--- src/rtl/csa_pkg.sv ---
// Shared definitions for the CSA datapath blocks: FSM state encoding,
// default widths and the chunk-count helper.
package csa_pkg;

   localparam int CSA_W     = 25;
   localparam int CSA_CHUNK = 5;

   typedef enum logic [1:0] {
      IDLE = 2'd0,
      BUSY = 2'd1,
      DONE = 2'd2
   } csa_state_t;

   // Chunks needed to cover s + 2c, which is W+2 bits wide.
   function automatic int nch(input int w, input int chunk);
      return (w + 2 + chunk - 1) / chunk;
   endfunction

endpackage

--- src/rtl/csa_chunk_add.sv ---
// CHUNK-bit ripple-carry adder built from two-operand full-adder cells.
module csa_chunk_add #(
   parameter int CHUNK = 5
) (
   input  logic [CHUNK-1:0] a,
   input  logic [CHUNK-1:0] b,
   input  logic             cin,
   output logic [CHUNK-1:0] sum,
   output logic             cout
);

   logic [CHUNK:0] c;

   assign c[0] = cin;

   for (genvar i = 0; i < CHUNK; i++) begin : g_fa2
      assign sum[i]   = a[i] ^ b[i] ^ c[i];
      assign c[i + 1] = (a[i] & b[i]) | (c[i] & (a[i] ^ b[i]));
   end

   assign cout = c[CHUNK];

endmodule

--- src/rtl/csa_resolve.sv ---
// Multi-cycle carry-propagate stage: resolves a CSA sum/carry pair into one
// binary result, CHUNK bits per clock, with valid/ready on both sides.
// Optional feature: define CSA_RESOLVE_ZERO_EN to add the zero flag output.
module csa_resolve
   import csa_pkg::*;
#(
   parameter int W     = CSA_W,
   parameter int CHUNK = CSA_CHUNK
) (
   input  logic           clk,
   input  logic           rst_n,
   input  logic           in_valid,
   output logic           in_ready,
   input  logic [W-1:0]   s_in,
   input  logic [W-1:0]   c_in,
   output logic           out_valid,
   input  logic           out_ready,
`ifdef CSA_RESOLVE_ZERO_EN
   output logic           zero,
`endif
   output logic [W+1:0]   out_sum
);

   localparam int NCH = nch(W, CHUNK);
   localparam int PW  = NCH * CHUNK;
   localparam int IW  = (NCH > 1) ? $clog2(NCH) : 1;

   csa_state_t                   state_q, state_d;
   logic [IW-1:0]                idx_q;
   logic                         carry_q;
   logic [NCH-1:0][CHUNK-1:0]    a_q, b_q, res_q;
   logic [PW-1:0]                a_load, b_load, res_flat;
   logic [CHUNK-1:0]             chunk_sum;
   logic                         chunk_cout;
   logic                         accept, last;

   assign in_ready  = (state_q == IDLE);
   assign out_valid = (state_q == DONE);
   assign accept    = in_valid & in_ready;
   assign last      = (idx_q == IW'(NCH - 1));

   // Zero-pad the operands: A = s, B = c shifted to weight 2.
   always_comb begin
      // NOTE: every always_comb output gets a default first, so no path can infer a latch.
      a_load         = '0;
      b_load         = '0;
      a_load[W-1:0]  = s_in;
      b_load[W:1]    = c_in;
   end

   // Single shared chunk adder, fed with the chunk selected by idx.
   csa_chunk_add #(.CHUNK(CHUNK)) u_add (
      .a    (a_q[idx_q]),
      .b    (b_q[idx_q]),
      .cin  (carry_q),
      .sum  (chunk_sum),
      .cout (chunk_cout)
   );

   // FSM state register.
   always_ff @(posedge clk or negedge rst_n) begin
      // NOTE: sequential state uses non-blocking assignments so all registers update together.
      if (!rst_n) state_q <= IDLE;
      else        state_q <= state_d;
   end

   // FSM next-state logic.
   always_comb begin
      state_d = state_q;
      unique case (state_q)
         IDLE:    if (accept)    state_d = BUSY;
         BUSY:    if (last)      state_d = DONE;
         DONE:    if (out_ready) state_d = IDLE;
         default:                state_d = IDLE;
      endcase
   end

   // Operand capture on accept.
   always_ff @(posedge clk) begin
      // NOTE: operand registers carry no reset: they are always loaded before they are read.
      if (accept) begin
         a_q <= a_load;
         b_q <= b_load;
      end
   end

   // Chunk walk: write one result chunk per BUSY cycle and ripple the carry.
   always_ff @(posedge clk or negedge rst_n) begin
      if (!rst_n) begin
         idx_q   <= '0;
         carry_q <= 1'b0;
         res_q   <= '0;
      end else if (accept) begin
         idx_q   <= '0;
         carry_q <= 1'b0;
      end else if (state_q == BUSY) begin
         res_q[idx_q] <= chunk_sum;
         carry_q      <= chunk_cout;
         idx_q        <= last ? '0 : idx_q + 1'b1;
      end
   end

   assign res_flat = res_q;
   assign out_sum  = res_flat[W+1:0];

   // Padding bits above W+2 are always zero and never leave the block.
   if (PW > W + 2) begin : g_pad
      logic unused_pad;
      assign unused_pad = &{1'b0, res_flat[PW-1:W+2]};
   end

`ifdef CSA_RESOLVE_ZERO_EN
   logic zero_q;

   // Zero flag accumulated chunk by chunk so it is ready together with out_sum.
   always_ff @(posedge clk or negedge rst_n) begin
      if (!rst_n)                 zero_q <= 1'b0;
      else if (accept)            zero_q <= 1'b1;
      else if (state_q == BUSY)   zero_q <= zero_q & (chunk_sum == '0);
   end

   assign zero = zero_q;
`endif

endmodule
--- config.mk ---
export PLATFORM = sky130hd
export DESIGN_NAME = csa_resolve
export DESIGN_NICKNAME = d
export VERILOG_FILES = /design/src/rtl/csa_pkg.sv /design/src/rtl/csa_chunk_add.sv /design/src/rtl/csa_resolve.sv
export SDC_FILE = /design/constraint.sdc
export NUM_CORES = 1
export LEC_CHECK = 0
export CAP_MARGIN = 0
export CELL_PAD_IN_SITES_DETAIL_PLACEMENT = 0
export CELL_PAD_IN_SITES_GLOBAL_PLACEMENT = 2
export CORE_ASPECT_RATIO = 1.75
export CORE_UTILIZATION = 37
export DETAILED_ROUTE_END_ITERATION = 10
export PLACE_DENSITY = 0.89
export SETUP_SLACK_MARGIN = 0.3
export SKIP_LAST_GASP = 1
export SLEW_MARGIN = 20
export SYNTH_ARGS = -nofsm -noshare
export SYNTH_HDL_FRONTEND = slang
export SYNTH_SLANG_ARGS = --single-unit
--- constraint.sdc ---
create_clock -name clk -period 6.05 [get_ports clk]
set_input_delay 1.21 -clock clk [delete_from_list [all_inputs] [get_ports clk]]
set_output_delay 1.21 -clock clk [all_outputs]
set_load 0.01 [all_outputs]
== After elaboration in Yosys (flattened, before gate mapping) ==
Index checks and enable logic that the tools add are counted.

* Add/sub/neg operators: 1
* Multipliers: 0
* Div/mod/pow operators: 0
* $lt $le $gt $ge: 2
* Equality and inequality tests: 6
* Shift-type cells: 0
* Multiplexer cells: 16
* Bitwise logic cells: 27
* Reductions and logical operators: 5

{| class="wikitable"
|+ Operators with widths
! kind !! number
|-
| 5-bit binary-select mux with 3-bit select || 2
|-
| 30-bit bitwise mux || 1
|-
| 5-bit demux with 3-bit select || 1
|-
| 5-bit 2-to-1 mux || 3
|-
| 1-bit AND || 11
|-
| 1-bit bitwise XOR || 10
|-
| 3-bit 2-to-1 mux || 3
|-
| 2-bit 2-to-1 mux || 3
|-
| 2-bit case mux with 3 select lines || 1
|-
| 1-bit bitwise OR || 5
|-
| 3-bit by 4-bit less-than comparator with 1-bit output, second input constant || 1
|-
| 2-bit by 1-bit inequality test with 1-bit output, second input constant || 2
|-
| 3-bit by 1-bit adder with 3-bit output, second input constant || 1
|-
| 3-bit equality test, second input constant || 1
|-
| 3-bit by 1-bit greater-or-equal comparator with 1-bit output, second input constant || 1
|-
| 3-bit AND reduction || 1
|-
| 2-bit by 1-bit equality test with 1-bit output, second input constant || 1
|-
| 2-bit equality test, second input constant || 1
|-
| 2-bit logical NOT || 1
|-
| 1-bit 2-to-1 mux || 2
|-
| 2-bit inequality test, second input constant || 1
|-
| 2-bit AND reduction || 1
|-
| 2-bit nonzero test || 1
|-
| 1-bit logical AND || 1
|-
| 1-bit NOT || 1
|}

* Register bits after elaboration: 86
* Latch bits: 0
* RAM bits: 0
* Memory bits (read-only): 0
* Input bits: 54
* Output and inout bits: 29
* Word-level logic and storage cells: 77
* Memories: 0

== Logic depth before layout (Yosys ltp) ==
Gate-level depths: netlist of run 1.

* Depth after elaboration: 15
* Depth in mapped cells: 13
* Mapped depth without buffers: 11

== Hierarchy ==
Synthesis of run 1 repeated with hierarchy kept, for this count alone.

* Cells, all modules: 208
* Area total of the unflattened synthesis: 3,445.8 um^2

{| class="wikitable"
|+ Modules (own cells, without submodules)
! module !! times used !! cells each !! area each (um^2) !! sequential area each (um^2)
|-
| csa_resolve || 1 || 193 || 3,308.2 || 2,327.2
|-
| csa_chunk_add || 1 || 15 || 137.6 || 0.0
|}

== Worst setup path after synthesis of run 1 ==
OpenSTA, ideal clock, no wires.

* Path kind: register -> register
* Start: register idx_q[0]
* End: register res_q (netlist bit out_sum[19])
* Data arrival time: 3.329 ns
* Data required time: 5.925 ns
* Path slack: 2.597 ns
* Stages on the path, launching flop included: 13
* Buffers on the path: 1
* Period minus slack after synthesis: 3.453 ns
* Path through: dfrtp_1 buf_2 mux2_2 a22oi_1 o21ai_0 fa_1 inv_1 fa_1 inv_1 fa_1 fa_1 fa_1 mux2_2

* Word-level cells in the longest chain between the ends: 13
* Elaborated cells on any way between the ends: 28

{| class="wikitable"
|+ Ends and longest elaborated chain
! element !! line !! RTL
|-
| from (decl) || csa_resolve.sv:29 || <nowiki>logic [IW-1:0] idx_q;</nowiki>
|-
| from (signal assigned) || csa_resolve.sv:99 || <nowiki>idx_q <= last ? '0 : idx_q + 1'b1;</nowiki>
|-
| 5-bit binary-select mux with 3-bit select, on equally long branches || csa_resolve.sv:53, csa_resolve.sv:54 ||
|-
| 5-bit 2-to-1 mux, on equally long branches || csa_resolve.sv:53, csa_resolve.sv:54 ||
|-
| 1-bit bitwise XOR || csa_chunk_add.sv:18 || <nowiki>assign c[i + 1] = (a[i] & b[i]) | (c[i] & (a[i] ^ b[i]));</nowiki>
|-
| 1-bit AND || csa_chunk_add.sv:18 ||
|-
| 1-bit bitwise OR || csa_chunk_add.sv:18 ||
|-
| 1-bit AND || csa_chunk_add.sv:18 ||
|-
| 1-bit bitwise OR || csa_chunk_add.sv:18 ||
|-
| 1-bit AND || csa_chunk_add.sv:18 ||
|-
| 1-bit bitwise OR || csa_chunk_add.sv:18 ||
|-
| 1-bit AND || csa_chunk_add.sv:18 ||
|-
| 1-bit bitwise OR || csa_chunk_add.sv:18 ||
|-
| 1-bit bitwise XOR * || csa_chunk_add.sv:17 || <nowiki>assign sum[i] = a[i] ^ b[i] ^ c[i];</nowiki>
|-
| named net chunk_sum[4] || csa_resolve.sv:33 || <nowiki>logic [CHUNK-1:0] chunk_sum;</nowiki>
|-
| 30-bit bitwise mux * || csa_resolve.sv:97 || <nowiki>res_q[idx_q] <= chunk_sum;</nowiki>
|-
| to (signal, indexed assignment) || csa_resolve.sv:97 ||
|-
| to (decl) || csa_resolve.sv:31 || <nowiki>logic [NCH-1:0][CHUNK-1:0] a_q, b_q, res_q;</nowiki>
|}

The timed path passes the listed nets; every way through them passes the cells marked *. The select of a mux whose other input is x is not followed.
A chain may end at the register's enable or synchronous reset.

== Worst setup path in the final report of run 1 ==
* Start: register idx_q[0]
* End: register res_q (netlist bit out_sum[4])

The elaborated chain is that of the path after synthesis.

==> results.md, run 1 <==
* FP Rows at between 40 and 50
* Min-Delay Path Class: reg2reg
* Register area at approximately 0.0023 mm2
* Clock Sinks at between 80 and 90
* Delay-heaviest family, CP: adder cells
* First-pass detailed-route iteration total at 4
* Crit path launch type: flop
* Multi-input logic area at about 950 um2
* Setup WS pre-CTS at approximately 2100 ps
* Status: completed
* Tot GR Track Use at 14.4%
* I/O Pins at 83
* First-pass GRT wire length at roughly 10000 um
* Max Root-Sink Buffers at 2
* Crit-path max cell delay at 520 ps
* Most used cell, CP: fa_1
* Area grow syn2layout at 36.4%
* Worst-margin pin slew at ~620 ps
* Synthesized area per cell at around 16 um2
* Clk slew on worst S/H paths at 60 ps
* Util after Layout at between 50% and 60%
* CTS hold repair buffers at 0
* Vias in the first global route at about 2,100
* Maxcap violations at 0
* Hpwl dp at 4670 um
* I/O Buffers at between 80 and 90
* Critical Path RT at about 6300 ps
* Initial antenna violation count at 0
* RSZ-0062 raised after global routing: no
* Register-to-Register Path Depth at 12
* Layout cell share with drive strength beyond 1 at 17.8%
* Commonest cells after routing, fill and taps aside: clkdlybuf4s50_1, edfxtp_1, dfrtp_1, mux2_2, mux2i_1
* Hold depth at 1
* Die Ht at 128 um
* CORE AREA at between 0.008 and 0.009 mm2
* Maximum vdd ir drop at around 0.24 mV
* Max Slew Vio Count at 0
* Endpoints failing setup at 0
* Overall Power at between 2 and 2.5 mW
* Total number of vias at approximately 2,000
* H-tree lvl count at 3
* CP Buf/Inv Count at 3
* Yosys reg bits at 83
* Max FO, Critical Path at 20
* Min Clock Period, post-route at 3930 ps
* Initial core utilization at between 30% and 40%
* Inserted Diodes at 0
* Wire per inst at about 15 um
* Static Leak at approximately 1.8 nW
* Die ar. at around 0.0095 mm2
* Synth Net Count at between 200 and 300
* Synth top area cells: edfxtp_1, dfrtp_1, mux2_2
* Warnings, synthesis at 0
* Synth area leader: edfxtp_1
* Critical-path cell list: buf_4 -> mux2_2 -> a22oi_1 -> o21ai_0 -> fa_1 -> inv_1 -> fa_1 -> inv_1 -> fa_1 -> fa_1 -> fa_1 -> mux2_2
* CTS tree: built
* Total gr overflow at 0
* Sequential area share after synthesis at between 60% and 70%
* DR iter-0 viols at 84
* Pin count of the biggest net entering global routing at a little over 50
* Vias/cell at 4.75
* Chip Width at approximately 74 um
* Crit. path cell count at 12
* Routed wire length at between 6000 and 7000 um
* Hold Startpoint: out_sum[20]$_DFFE_PN0P_
* Synthesized cell area at ~0.0034 mm2
* Placer Congestion at 0.722
* Placed cell count at ~400
* CP Capture Type: flop
* Final Hold Vio Count at 0
* Fin Setup TNS at 0 ps
* Final worst setup slack at 2120 ps
* Pwr Density at between 500 and 600 mW/mm2
* Crit path DAT at about 4100 ps
* Fin crit share at 65.0%
* Fill count at roughly 760
* RR Startpoint: idx_q[0]$_DFFE_PN0P_
* DRC at 0
* Post-Layout Cell Count at about 410
* Relative slew margins at about three fifths
* Final setup skew at 6.88 ps
* Max Clk Rate at between 0.2 and 0.3 GHz
* Most common cell after layout, fill and taps aside: clkdlybuf4s50_1
* Setup crit start: idx_q[0]$_DFFE_PN0P_
* Netlist cell types at 31
* Clk Latency, worst-skew pair at ~330 ps
* Setup bufs post-CTS at 0
* Root Driver: clkbuf_16
* DRT antenna net count at 0
* CTS Buf Count at 9
* Fin nets at around 350
* CTS-repair resized insts at 0
* Post-Syn Instances at between 200 and 250
* Crit-path slowest cell: dfrtp_1
* Share of Yosys cell area claimed by the top area cell type at 44.8%
* Critical Setup Path Class: reg2reg
[per-layer routing]
metal | global-route usage [%] | wire length, um | up-vias | part of all wire [%]
met5 | 0 | 0 | - | 0
met2 | 25.5 | 3500 | 61 | 57
met3 | 3.07 | 198 | 17 | 3.2
li1 | - | - | 931 | -
met1 | 15.1 | 2210 | 956 | 36
met4 | 8.14 | 197 | 0 | 3.2
[synth_stat cells (all sizes together)]
cell    count
edfxtp     50
nor4b       1
nor3b       2
a21o        1
nor2       11
nand3       1
a221oi      2
fa          5
nand2       7
a22o        1
nor4bb      1
a21oi       1
a31o        1
o21bai      1
a22oi       1
mux2       32
mux2i      16
o21ai       3
nor2b       5
and3        2
dfrtp      33
buf         7
and2        1
inv        10
a211oi      1
nand2b      1
a221o       6
a41oi       1
[registers in the layout, summed over array words and instances, names as in the netlist]
| signal | count |
|---|---|
| a_q | 25 |
| b_q | 25 |
| carry_q | 1 |
| idx_q | 3 |
| out_sum | 27 |
| state_q | 2 |
[final timing paths]
path	slack [ps]	endpoint
max in group asynchronous	4450	out_sum[2]$_DFFE_PN0P_
setup reg to reg	2120	out_sum[4]$_DFFE_PN0P_
hold / removal	500	out_sum[20]$_DFFE_PN0P_
min in group asynchronous	1290	state_q[1]$_DFFE_PN0P_
hold reg to reg	500	out_sum[20]$_DFFE_PN0P_
setup / recovery	2120	out_sum[4]$_DFFE_PN0P_
[logic make-up after synthesis]
family,after synthesis,share of synthesized area (%)
compound gates,19,4.59
fa+ha+maj,5,2.99
buf+inv,17,2.20
flops,83,69.5
mux,48,15.5
simple gates,32,5.23
[report_power, final]
part           internal [mW]  switching, mW  total (mW)
clock network          0.288          0.200       0.488
registers              0.766         0.0988       0.865
logic                  0.539          0.454       0.993
[layout make-up]
type | count | share of cell area [%]
repair buffers | 84 | 18.3
multi-input cells | 104 | 20.8
clock inverters | 4 | 0.575
clock buffers | 12 | 5.39
well taps | 117 | 3.20
flip-flops and latches | 83 | 50.9
inverters | 10 | 0.821
[stage by stage]
stage | cell area [um2] | hold WS [ps]
2_1_floorplan | 3350 | 507
6_report | 4570 | 501
4_1_cts | 4570 | 507
3_3_place_gp | 4300 | 490
5_1_grt | 4570 | 518
3_5_place_dp | 4300 | 495
(Power assumes the default switching activity.)
==> run 2, diff against run 1 <==
CORE_UTILIZATION = 34   (was 37)
PLACE_DENSITY = 0.83   (was 0.89)
clock period = 3.82 ns   (was 6.05 ns; I/O delays follow)
==> run 2 against run 1 <==
  * Via count is 0.20% lower
  * Core utilization is 3.6 points lower
  * Sequential share of layout area is 0.81 points lower
  * Clock power grew 71%
  * Final cell count rose by 2.4%
  * Total power grew 65%
  * Sequential power increased by 56%
  * First-iteration DRC count increased by 20%
  * Count of clock-buffer cells in the layout unchanged
  * Setup slack lost 1600 ps
  * Combinational power grew 69%
  * Worst hold slack got worse by 0.71 ps
  * Critical path type unchanged
  * Largest cell class unchanged
  * Largest power group unchanged
  * Highest routed layer unchanged
==> results.md, run 2 (synthesis results as in run 1) <==
* Total gr overflow at 0
* Pin count of the biggest net entering global routing at between 50 and 60
* Static Leak at 1.79 nW
* CORE AREA at 0.00953 mm2
* Vias in the first global route at 2,114
* Tot GR Track Use at 13.8%
* Fill count at around 870
* Final setup skew at just under 6 ps
* Max Slew Vio Count at 0
* Worst hold endpoint: out_sum[5]$_DFFE_PN0P_
* Fin crit share at between 80% and 90%
* Maxcap violations at 0
* Max Clk Rate at ~0.30 GHz
* Commonest cells after routing, fill and taps aside: clkdlybuf4s50_1, edfxtp_1, mux2_2, dfrtp_1, mux2i_1
* Min Clock Period, post-route at 3330 ps
* Clk slew on worst S/H paths at 60 ps
* Endpoints failing setup at 0
* RSZ-0062 raised after global routing: no
* Register-to-Register Path Depth at 11
* Worst-margin pin slew at 635 ps
* CTS Buf Count at 9
* I/O Pins at 83
* Initial core utilization at a little over a third
* H-tree lvl count at 3
* Final Hold Vio Count at 0
* Total number of vias at 1,961
* RR Startpoint: idx_q[0]$_DFFE_PN0P_
* Setup bufs post-CTS at 0
* Relative slew margins at roughly 58%
* R2r setup slk at around 500 ps
* Placer Congestion at between 0.6 and 0.7
* I/O Buffers at 82
* DRC at 0
* Routed wire length at about 6300 um
* Layout cell share with drive strength beyond 1 at about a fifth
* Most common cell after layout, fill and taps aside: clkdlybuf4s50_1
* Area grow syn2layout at 38.7%
* CP Capture Type: flop
* DRT antenna net count at 0
* Max reg flops at 27
* Inserted Diodes at 0
* Overall Power at ~3.9 mW
* First-pass detailed-route iteration total at 4
* Hold Startpoint: out_sum[5]$_DFFE_PN0P_
* Fin Setup TNS at 0 ps
* Status: completed
* Chip Width at 77.0 um
* Setup WS pre-CTS at ~290 ps
* Util after Layout at about half
* Final worst setup slack at between 400 and 500 ps
* Die Ht at around 130 um
* CTS hold repair buffers at 0
* Critical Setup Path Class: reg2reg
* Hpwl dp at approximately 4700 um
* Max FO, Critical Path at 5
* Critical Path RT at between 4000 and 5000 ps
* Vias/cell at 4.63
* CTS tree: built
* Crit path DAT at about 3600 ps
* First-pass GRT wire length at roughly 10,000 um
* Wire per inst at approximately 15 um
* R2R Path End: out_sum[9]$_DFFE_PN0P_
* FP Rows at between 40 and 50
* Initial antenna violation count at 0
* DR iter-0 viols at 101
* Register area at roughly 0.0023 mm2
* Die ar. at 0.0103 mm2
* Hold depth at 1
* Maximum vdd ir drop at between 0.3 and 0.4 mV
* Multi-input logic area at ~970 um2
* Crit path launch type: flop
* Fin nets at ~360
* Max Root-Sink Buffers at 2
* Root Driver: clkbuf_16
* Min-Delay Path Class: reg2reg
* Clk Latency, worst-skew pair at 340 ps
* Clock Sinks at between 80 and 90
* Pwr Density at 831 mW/mm2
## run 2: cell count changes in the layout (fill, tap and decap cells not counted), sizes merged
| cell | change |
|---|---|
| bufinv | +1 |
| buf | +5 |
| inv | +1 |
| clkinv | -2 |
## run 2: through the flow
step	instance area, um2	instances	hold WS [ps]
final	4650	424	500
after detailed placement	4340	408	495
after floorplan	3350	204	468
after CTS	4630	424	508
after global routing	4650	424	534
after global placement	4340	408	488
## run 2: how the worst max path moves through the flow
stage / cells past startpoint / end / from / slack, ps
floorplan: 12 / out_sum[19]$_DFFE_PN0P_ / idx_q[0]$_DFFE_PN0P_ / 370
global placement: 11 / out_sum[19]$_DFFE_PN0P_ / idx_q[1]$_DFFE_PN0P_ / 400
detailed placement: 11 / out_sum[9]$_DFFE_PN0P_ / idx_q[1]$_DFFE_PN0P_ / 290
CTS: 12 / out_sum[9]$_DFFE_PN0P_ / idx_q[0]$_DFFE_PN0P_ / 350
global route: 11 / out_sum[24]$_DFFE_PN0P_ / idx_q[0]$_DFFE_PN0P_ / 320
finish: 11 / out_sum[9]$_DFFE_PN0P_ / idx_q[0]$_DFFE_PN0P_ / 490
## run 2: cell type report
cell class,instances,share of cell area [%]
inverter,10,0.808
multi-input combinational,104,20.8
tap,122,3.28
sequential,83,50.1
clock inverter,4,1.08
clock buffer,12,5.09
timing repair buffer,89,18.9
## run 2: power breakdown
| group | total (mW) | internal, mW | switching, mW |
|---|---|---|---|
| combinational | 1.68 | 0.917 | 0.760 |
| clock | 0.834 | 0.507 | 0.328 |
| sequential | 1.35 | 1.21 | 0.135 |
| total | 3.86 | 2.64 | 1.22 |
## run 2: what timing repair did
action                                  CTS  global route
resized for setup                         1             6
pin swaps                                 0             2
endpoints found under the setup margin    5             5
gates cloned                              0             0
## run 2: per-layer routing
layer  vias up  share of wire, %  global-route usage (%)
met5         -                 0                       0
met4         0               3.5                    10.1
met3        13               3.9                    2.47
met2        65                55                    24.1
met1       940                38                    14.7
li1        943                 -                       -
## run 2: critical path, stage by stage, from the launching register on
cell and delay, ps:
dfrtp_1 410, mux2_2 360, a22oi_1 140, o21ai_1 110, fa_1 400, inv_1 70, fa_1 170, inv_1 50
fa_2 340, fa_2 370, fa_2 490, mux2_2 290
==> run 3, diff against run 2 <==
--- a/config.mk
+++ b/config.mk
@@ -12,4 +12,5 @@
 export CORE_UTILIZATION = 34
 export DETAILED_ROUTE_END_ITERATION = 10
+export GPL_TIMING_DRIVEN = 0
 export PLACE_DENSITY = 0.83
 export SETUP_SLACK_MARGIN = 0.3
==> constraint.sdc (replaced) <==
create_clock -name clk -period 3.82 [get_ports clk]
set_input_delay 0.955 -clock clk [delete_from_list [all_inputs] [get_ports clk]]
set_output_delay 0.955 -clock clk [all_outputs]
set_load 0.01 [all_outputs]
==> run 3 against run 2 <==
  * Register-to-register slack worse by 50 ps
  * Final cell count increased by 1.9%
  * Final area grew 2.9%
  * Highest routed layer unchanged
  * Critical endpoint unchanged
  * Sequential cell count stayed put
  * Critical path depth increased by 1
  * First-iteration DRC count down 21%
  * Clock power grew 5.9%
  * Sequential power hardly changed
  * Setup slack worse by 53 ps
  * Sequential share of layout area decreased by 1.4 points
==> results.md, run 3 (synthesis results as in run 1) <==
* Fin nets at 364
* Final setup skew at roughly 5.3 ps
* Maxcap violations at 0
* Delay-heaviest family, CP: adder cells
* Total number of vias at 2,005
* DR iter-0 viols at 80
* H-tree lvl count at 3
* Critical Setup Path Class: reg2reg
* Layout cell share with drive strength beyond 1 at between 20% and 30%
* Overall Power at ~4 mW
* I/O Pins at between 80 and 90
* Max Slew Vio Count at 0
* Die ar. at 0.0103 mm2
* Initial core utilization at around a third
* First-pass detailed-route iteration total at 4
* CTS Buf Count at 9
* Tot GR Track Use at 13.5%
* Max FO, Critical Path at 5
* Placer Congestion at ~0.70
* Most common cell after layout, fill and taps aside: clkdlybuf4s50_1
* Crit path DAT at around 3600 ps
* Post-route cell area at 0.00478 mm2
* Die Ht at roughly 130 um
* Fill count at around 870
* Crit-path slowest cell: fa_2
* Max reg flops at 27
* DRC at 0
* Wire per inst at 14.6 um
* Sw Share at a little under a third
* Max Root-Sink Buffers at 2
* Clock Sinks at 83
* Max Clk Rate at just under 0.3 GHz
* Root Driver: clkbuf_16
* Critical-path cell list: buf_6 -> mux2_2 -> a22oi_1 -> o21ai_1 -> fa_1 -> inv_1 -> fa_1 -> inv_1 -> fa_2 -> fa_2 -> fa_2 -> mux2_2
* CORE AREA at around 0.0095 mm2
* Share of power burned in registers at 33.2%
* FP Rows at between 40 and 50
* Net switching power at around 1.2 mW
* Commonest cells after routing, fill and taps aside: clkdlybuf4s50_1, edfxtp_1, mux2_2, dfrtp_1, mux2i_1
* Vias/cell at between 4 and 5
* Maximum vdd ir drop at roughly 0.33 mV
* I/O Buffers at between 80 and 90
* Status: completed
* RSZ-0062 raised after global routing: no
* Internal power at between 2 and 3 mW
* CP Capture Type: flop
* Chip Width at 77.0 um
* Final Hold Vio Count at 0
* Static Leak at 1.86 nW
* First-pass GRT wire length at about 10,000 um
* CP Buf/Inv Count at 3
* Crit-path max cell delay at 500 ps
* Initial antenna violation count at 0
* Routed wire length at roughly 6300 um
* Fin Setup TNS at 0 ps
* Clock group share of total power at ~22%
* Clk Latency, worst-skew pair at around 330 ps
* Endpoints failing setup at 0
* Clk slew on worst S/H paths at roughly 60 ps
* Worst-margin pin slew at around 450 ps
* Inserted Diodes at 0
* Vias in the first global route at approximately 2,100
* DRT antenna net count at 0
* Critical Path RT at 4030 ps
* Pin count of the biggest net entering global routing at 34
* Pwr Density at approximately 840 mW/mm2
* Relative slew margins at between 60% and 70%
* Placement Cell Area at about 0.0044 mm2
* Hpwl dp at roughly 4700 um
* CTS tree: built
* CTS hold repair buffers at 0
* Min Clock Period, post-route at ~3400 ps
* Fin crit share at approximately 90%
* Total gr overflow at 0
* Min-Delay Path Class: reg2reg
* Crit path launch type: flop
* Comb pwr share at between 40 and 50%
* Most used cell, CP: fa_2
* Util after Layout at 50.2%
* Area grow syn2layout at 42.8%
[run 3: worst paths after layout]
| check | from | endpoint | slack [ps] | cells after the start |
|---|---|---|---|---|
| worst min register to register | out_sum[24]$_DFFE_PN0P_ | out_sum[24]$_DFFE_PN0P_ | 500 | 1 |
| worst min-delay path | out_sum[24]$_DFFE_PN0P_ | out_sum[24]$_DFFE_PN0P_ | 500 | 1 |
| worst max-delay path | idx_q[0]$_DFFE_PN0P_ | out_sum[9]$_DFFE_PN0P_ | 440 | 12 |
| min in group asynchronous | rst_n | out_sum[26]$_DFFE_PN0P_ | 580 | 2 |
| max in group asynchronous | rst_n | idx_q[1]$_DFFE_PN0P_ | 3060 | 2 |
| worst max register to register | idx_q[0]$_DFFE_PN0P_ | out_sum[9]$_DFFE_PN0P_ | 440 | 12 |
[run 3: power groups by stage]
stage               registers, mW  clock network (mW)  logic (mW)
floorplan                    1.40                   0       0.959
global placement             1.35                   0        1.64
detailed placement           1.35                   0        1.70
CTS                          1.33               0.908        1.79
global route                 1.36               0.941        1.98
finish                       1.33               0.883        1.79
[run 3: area by class of cell]
cell class	count	area [um2]	share of cell area (%)
tap	122	153	3.19
clock inverter	6	80.1	1.67
sequential	83	2330	48.7
clock buffer	10	229	4.79
timing repair buffer	90	913	19.1
inverter	10	37.5	0.785
buffer	7	66.3	1.39
multi-input combinational	104	977	20.4
[run 3: layer usage]
metal  global-route usage, %  vias to the layer above  share of wire [%]  routed length (um)
met1                    14.0                      985                 36                2290
li1                        -                      953                  -                   -
met3                    2.88                       10                3.4                 217
met5                       0                        -                  0                   0
met4                    6.60                        0                2.0                 126
met2                    25.1                       57                 58                3660
[run 3: per-stage QoR]
step	instances	worst slack (ps)	hold slack (ps)
detailed placement	410	49.8	493
global placement	408	84.5	489
finish	432	439	502
floorplan	204	367	507
global route	432	313	520
CTS	430	309	507
[run 3: timing repair]
item | in CTS | in global routing
gates resized for setup | 8 | 12
buffers inserted | 4 | 2
hold endpoints to repair | 0 | 0
setup endpoints to repair | 6 | 5
pin swaps | 0 | 3
[run 3: worst register-to-register path: cells and delay by family (launching register included)]
family | cells | cell delay (ps)
mux | 2 | 600
buf+inv | 3 | 250
compound gates | 2 | 240
flops | 1 | 390
fa+ha+maj | 5 | 1780
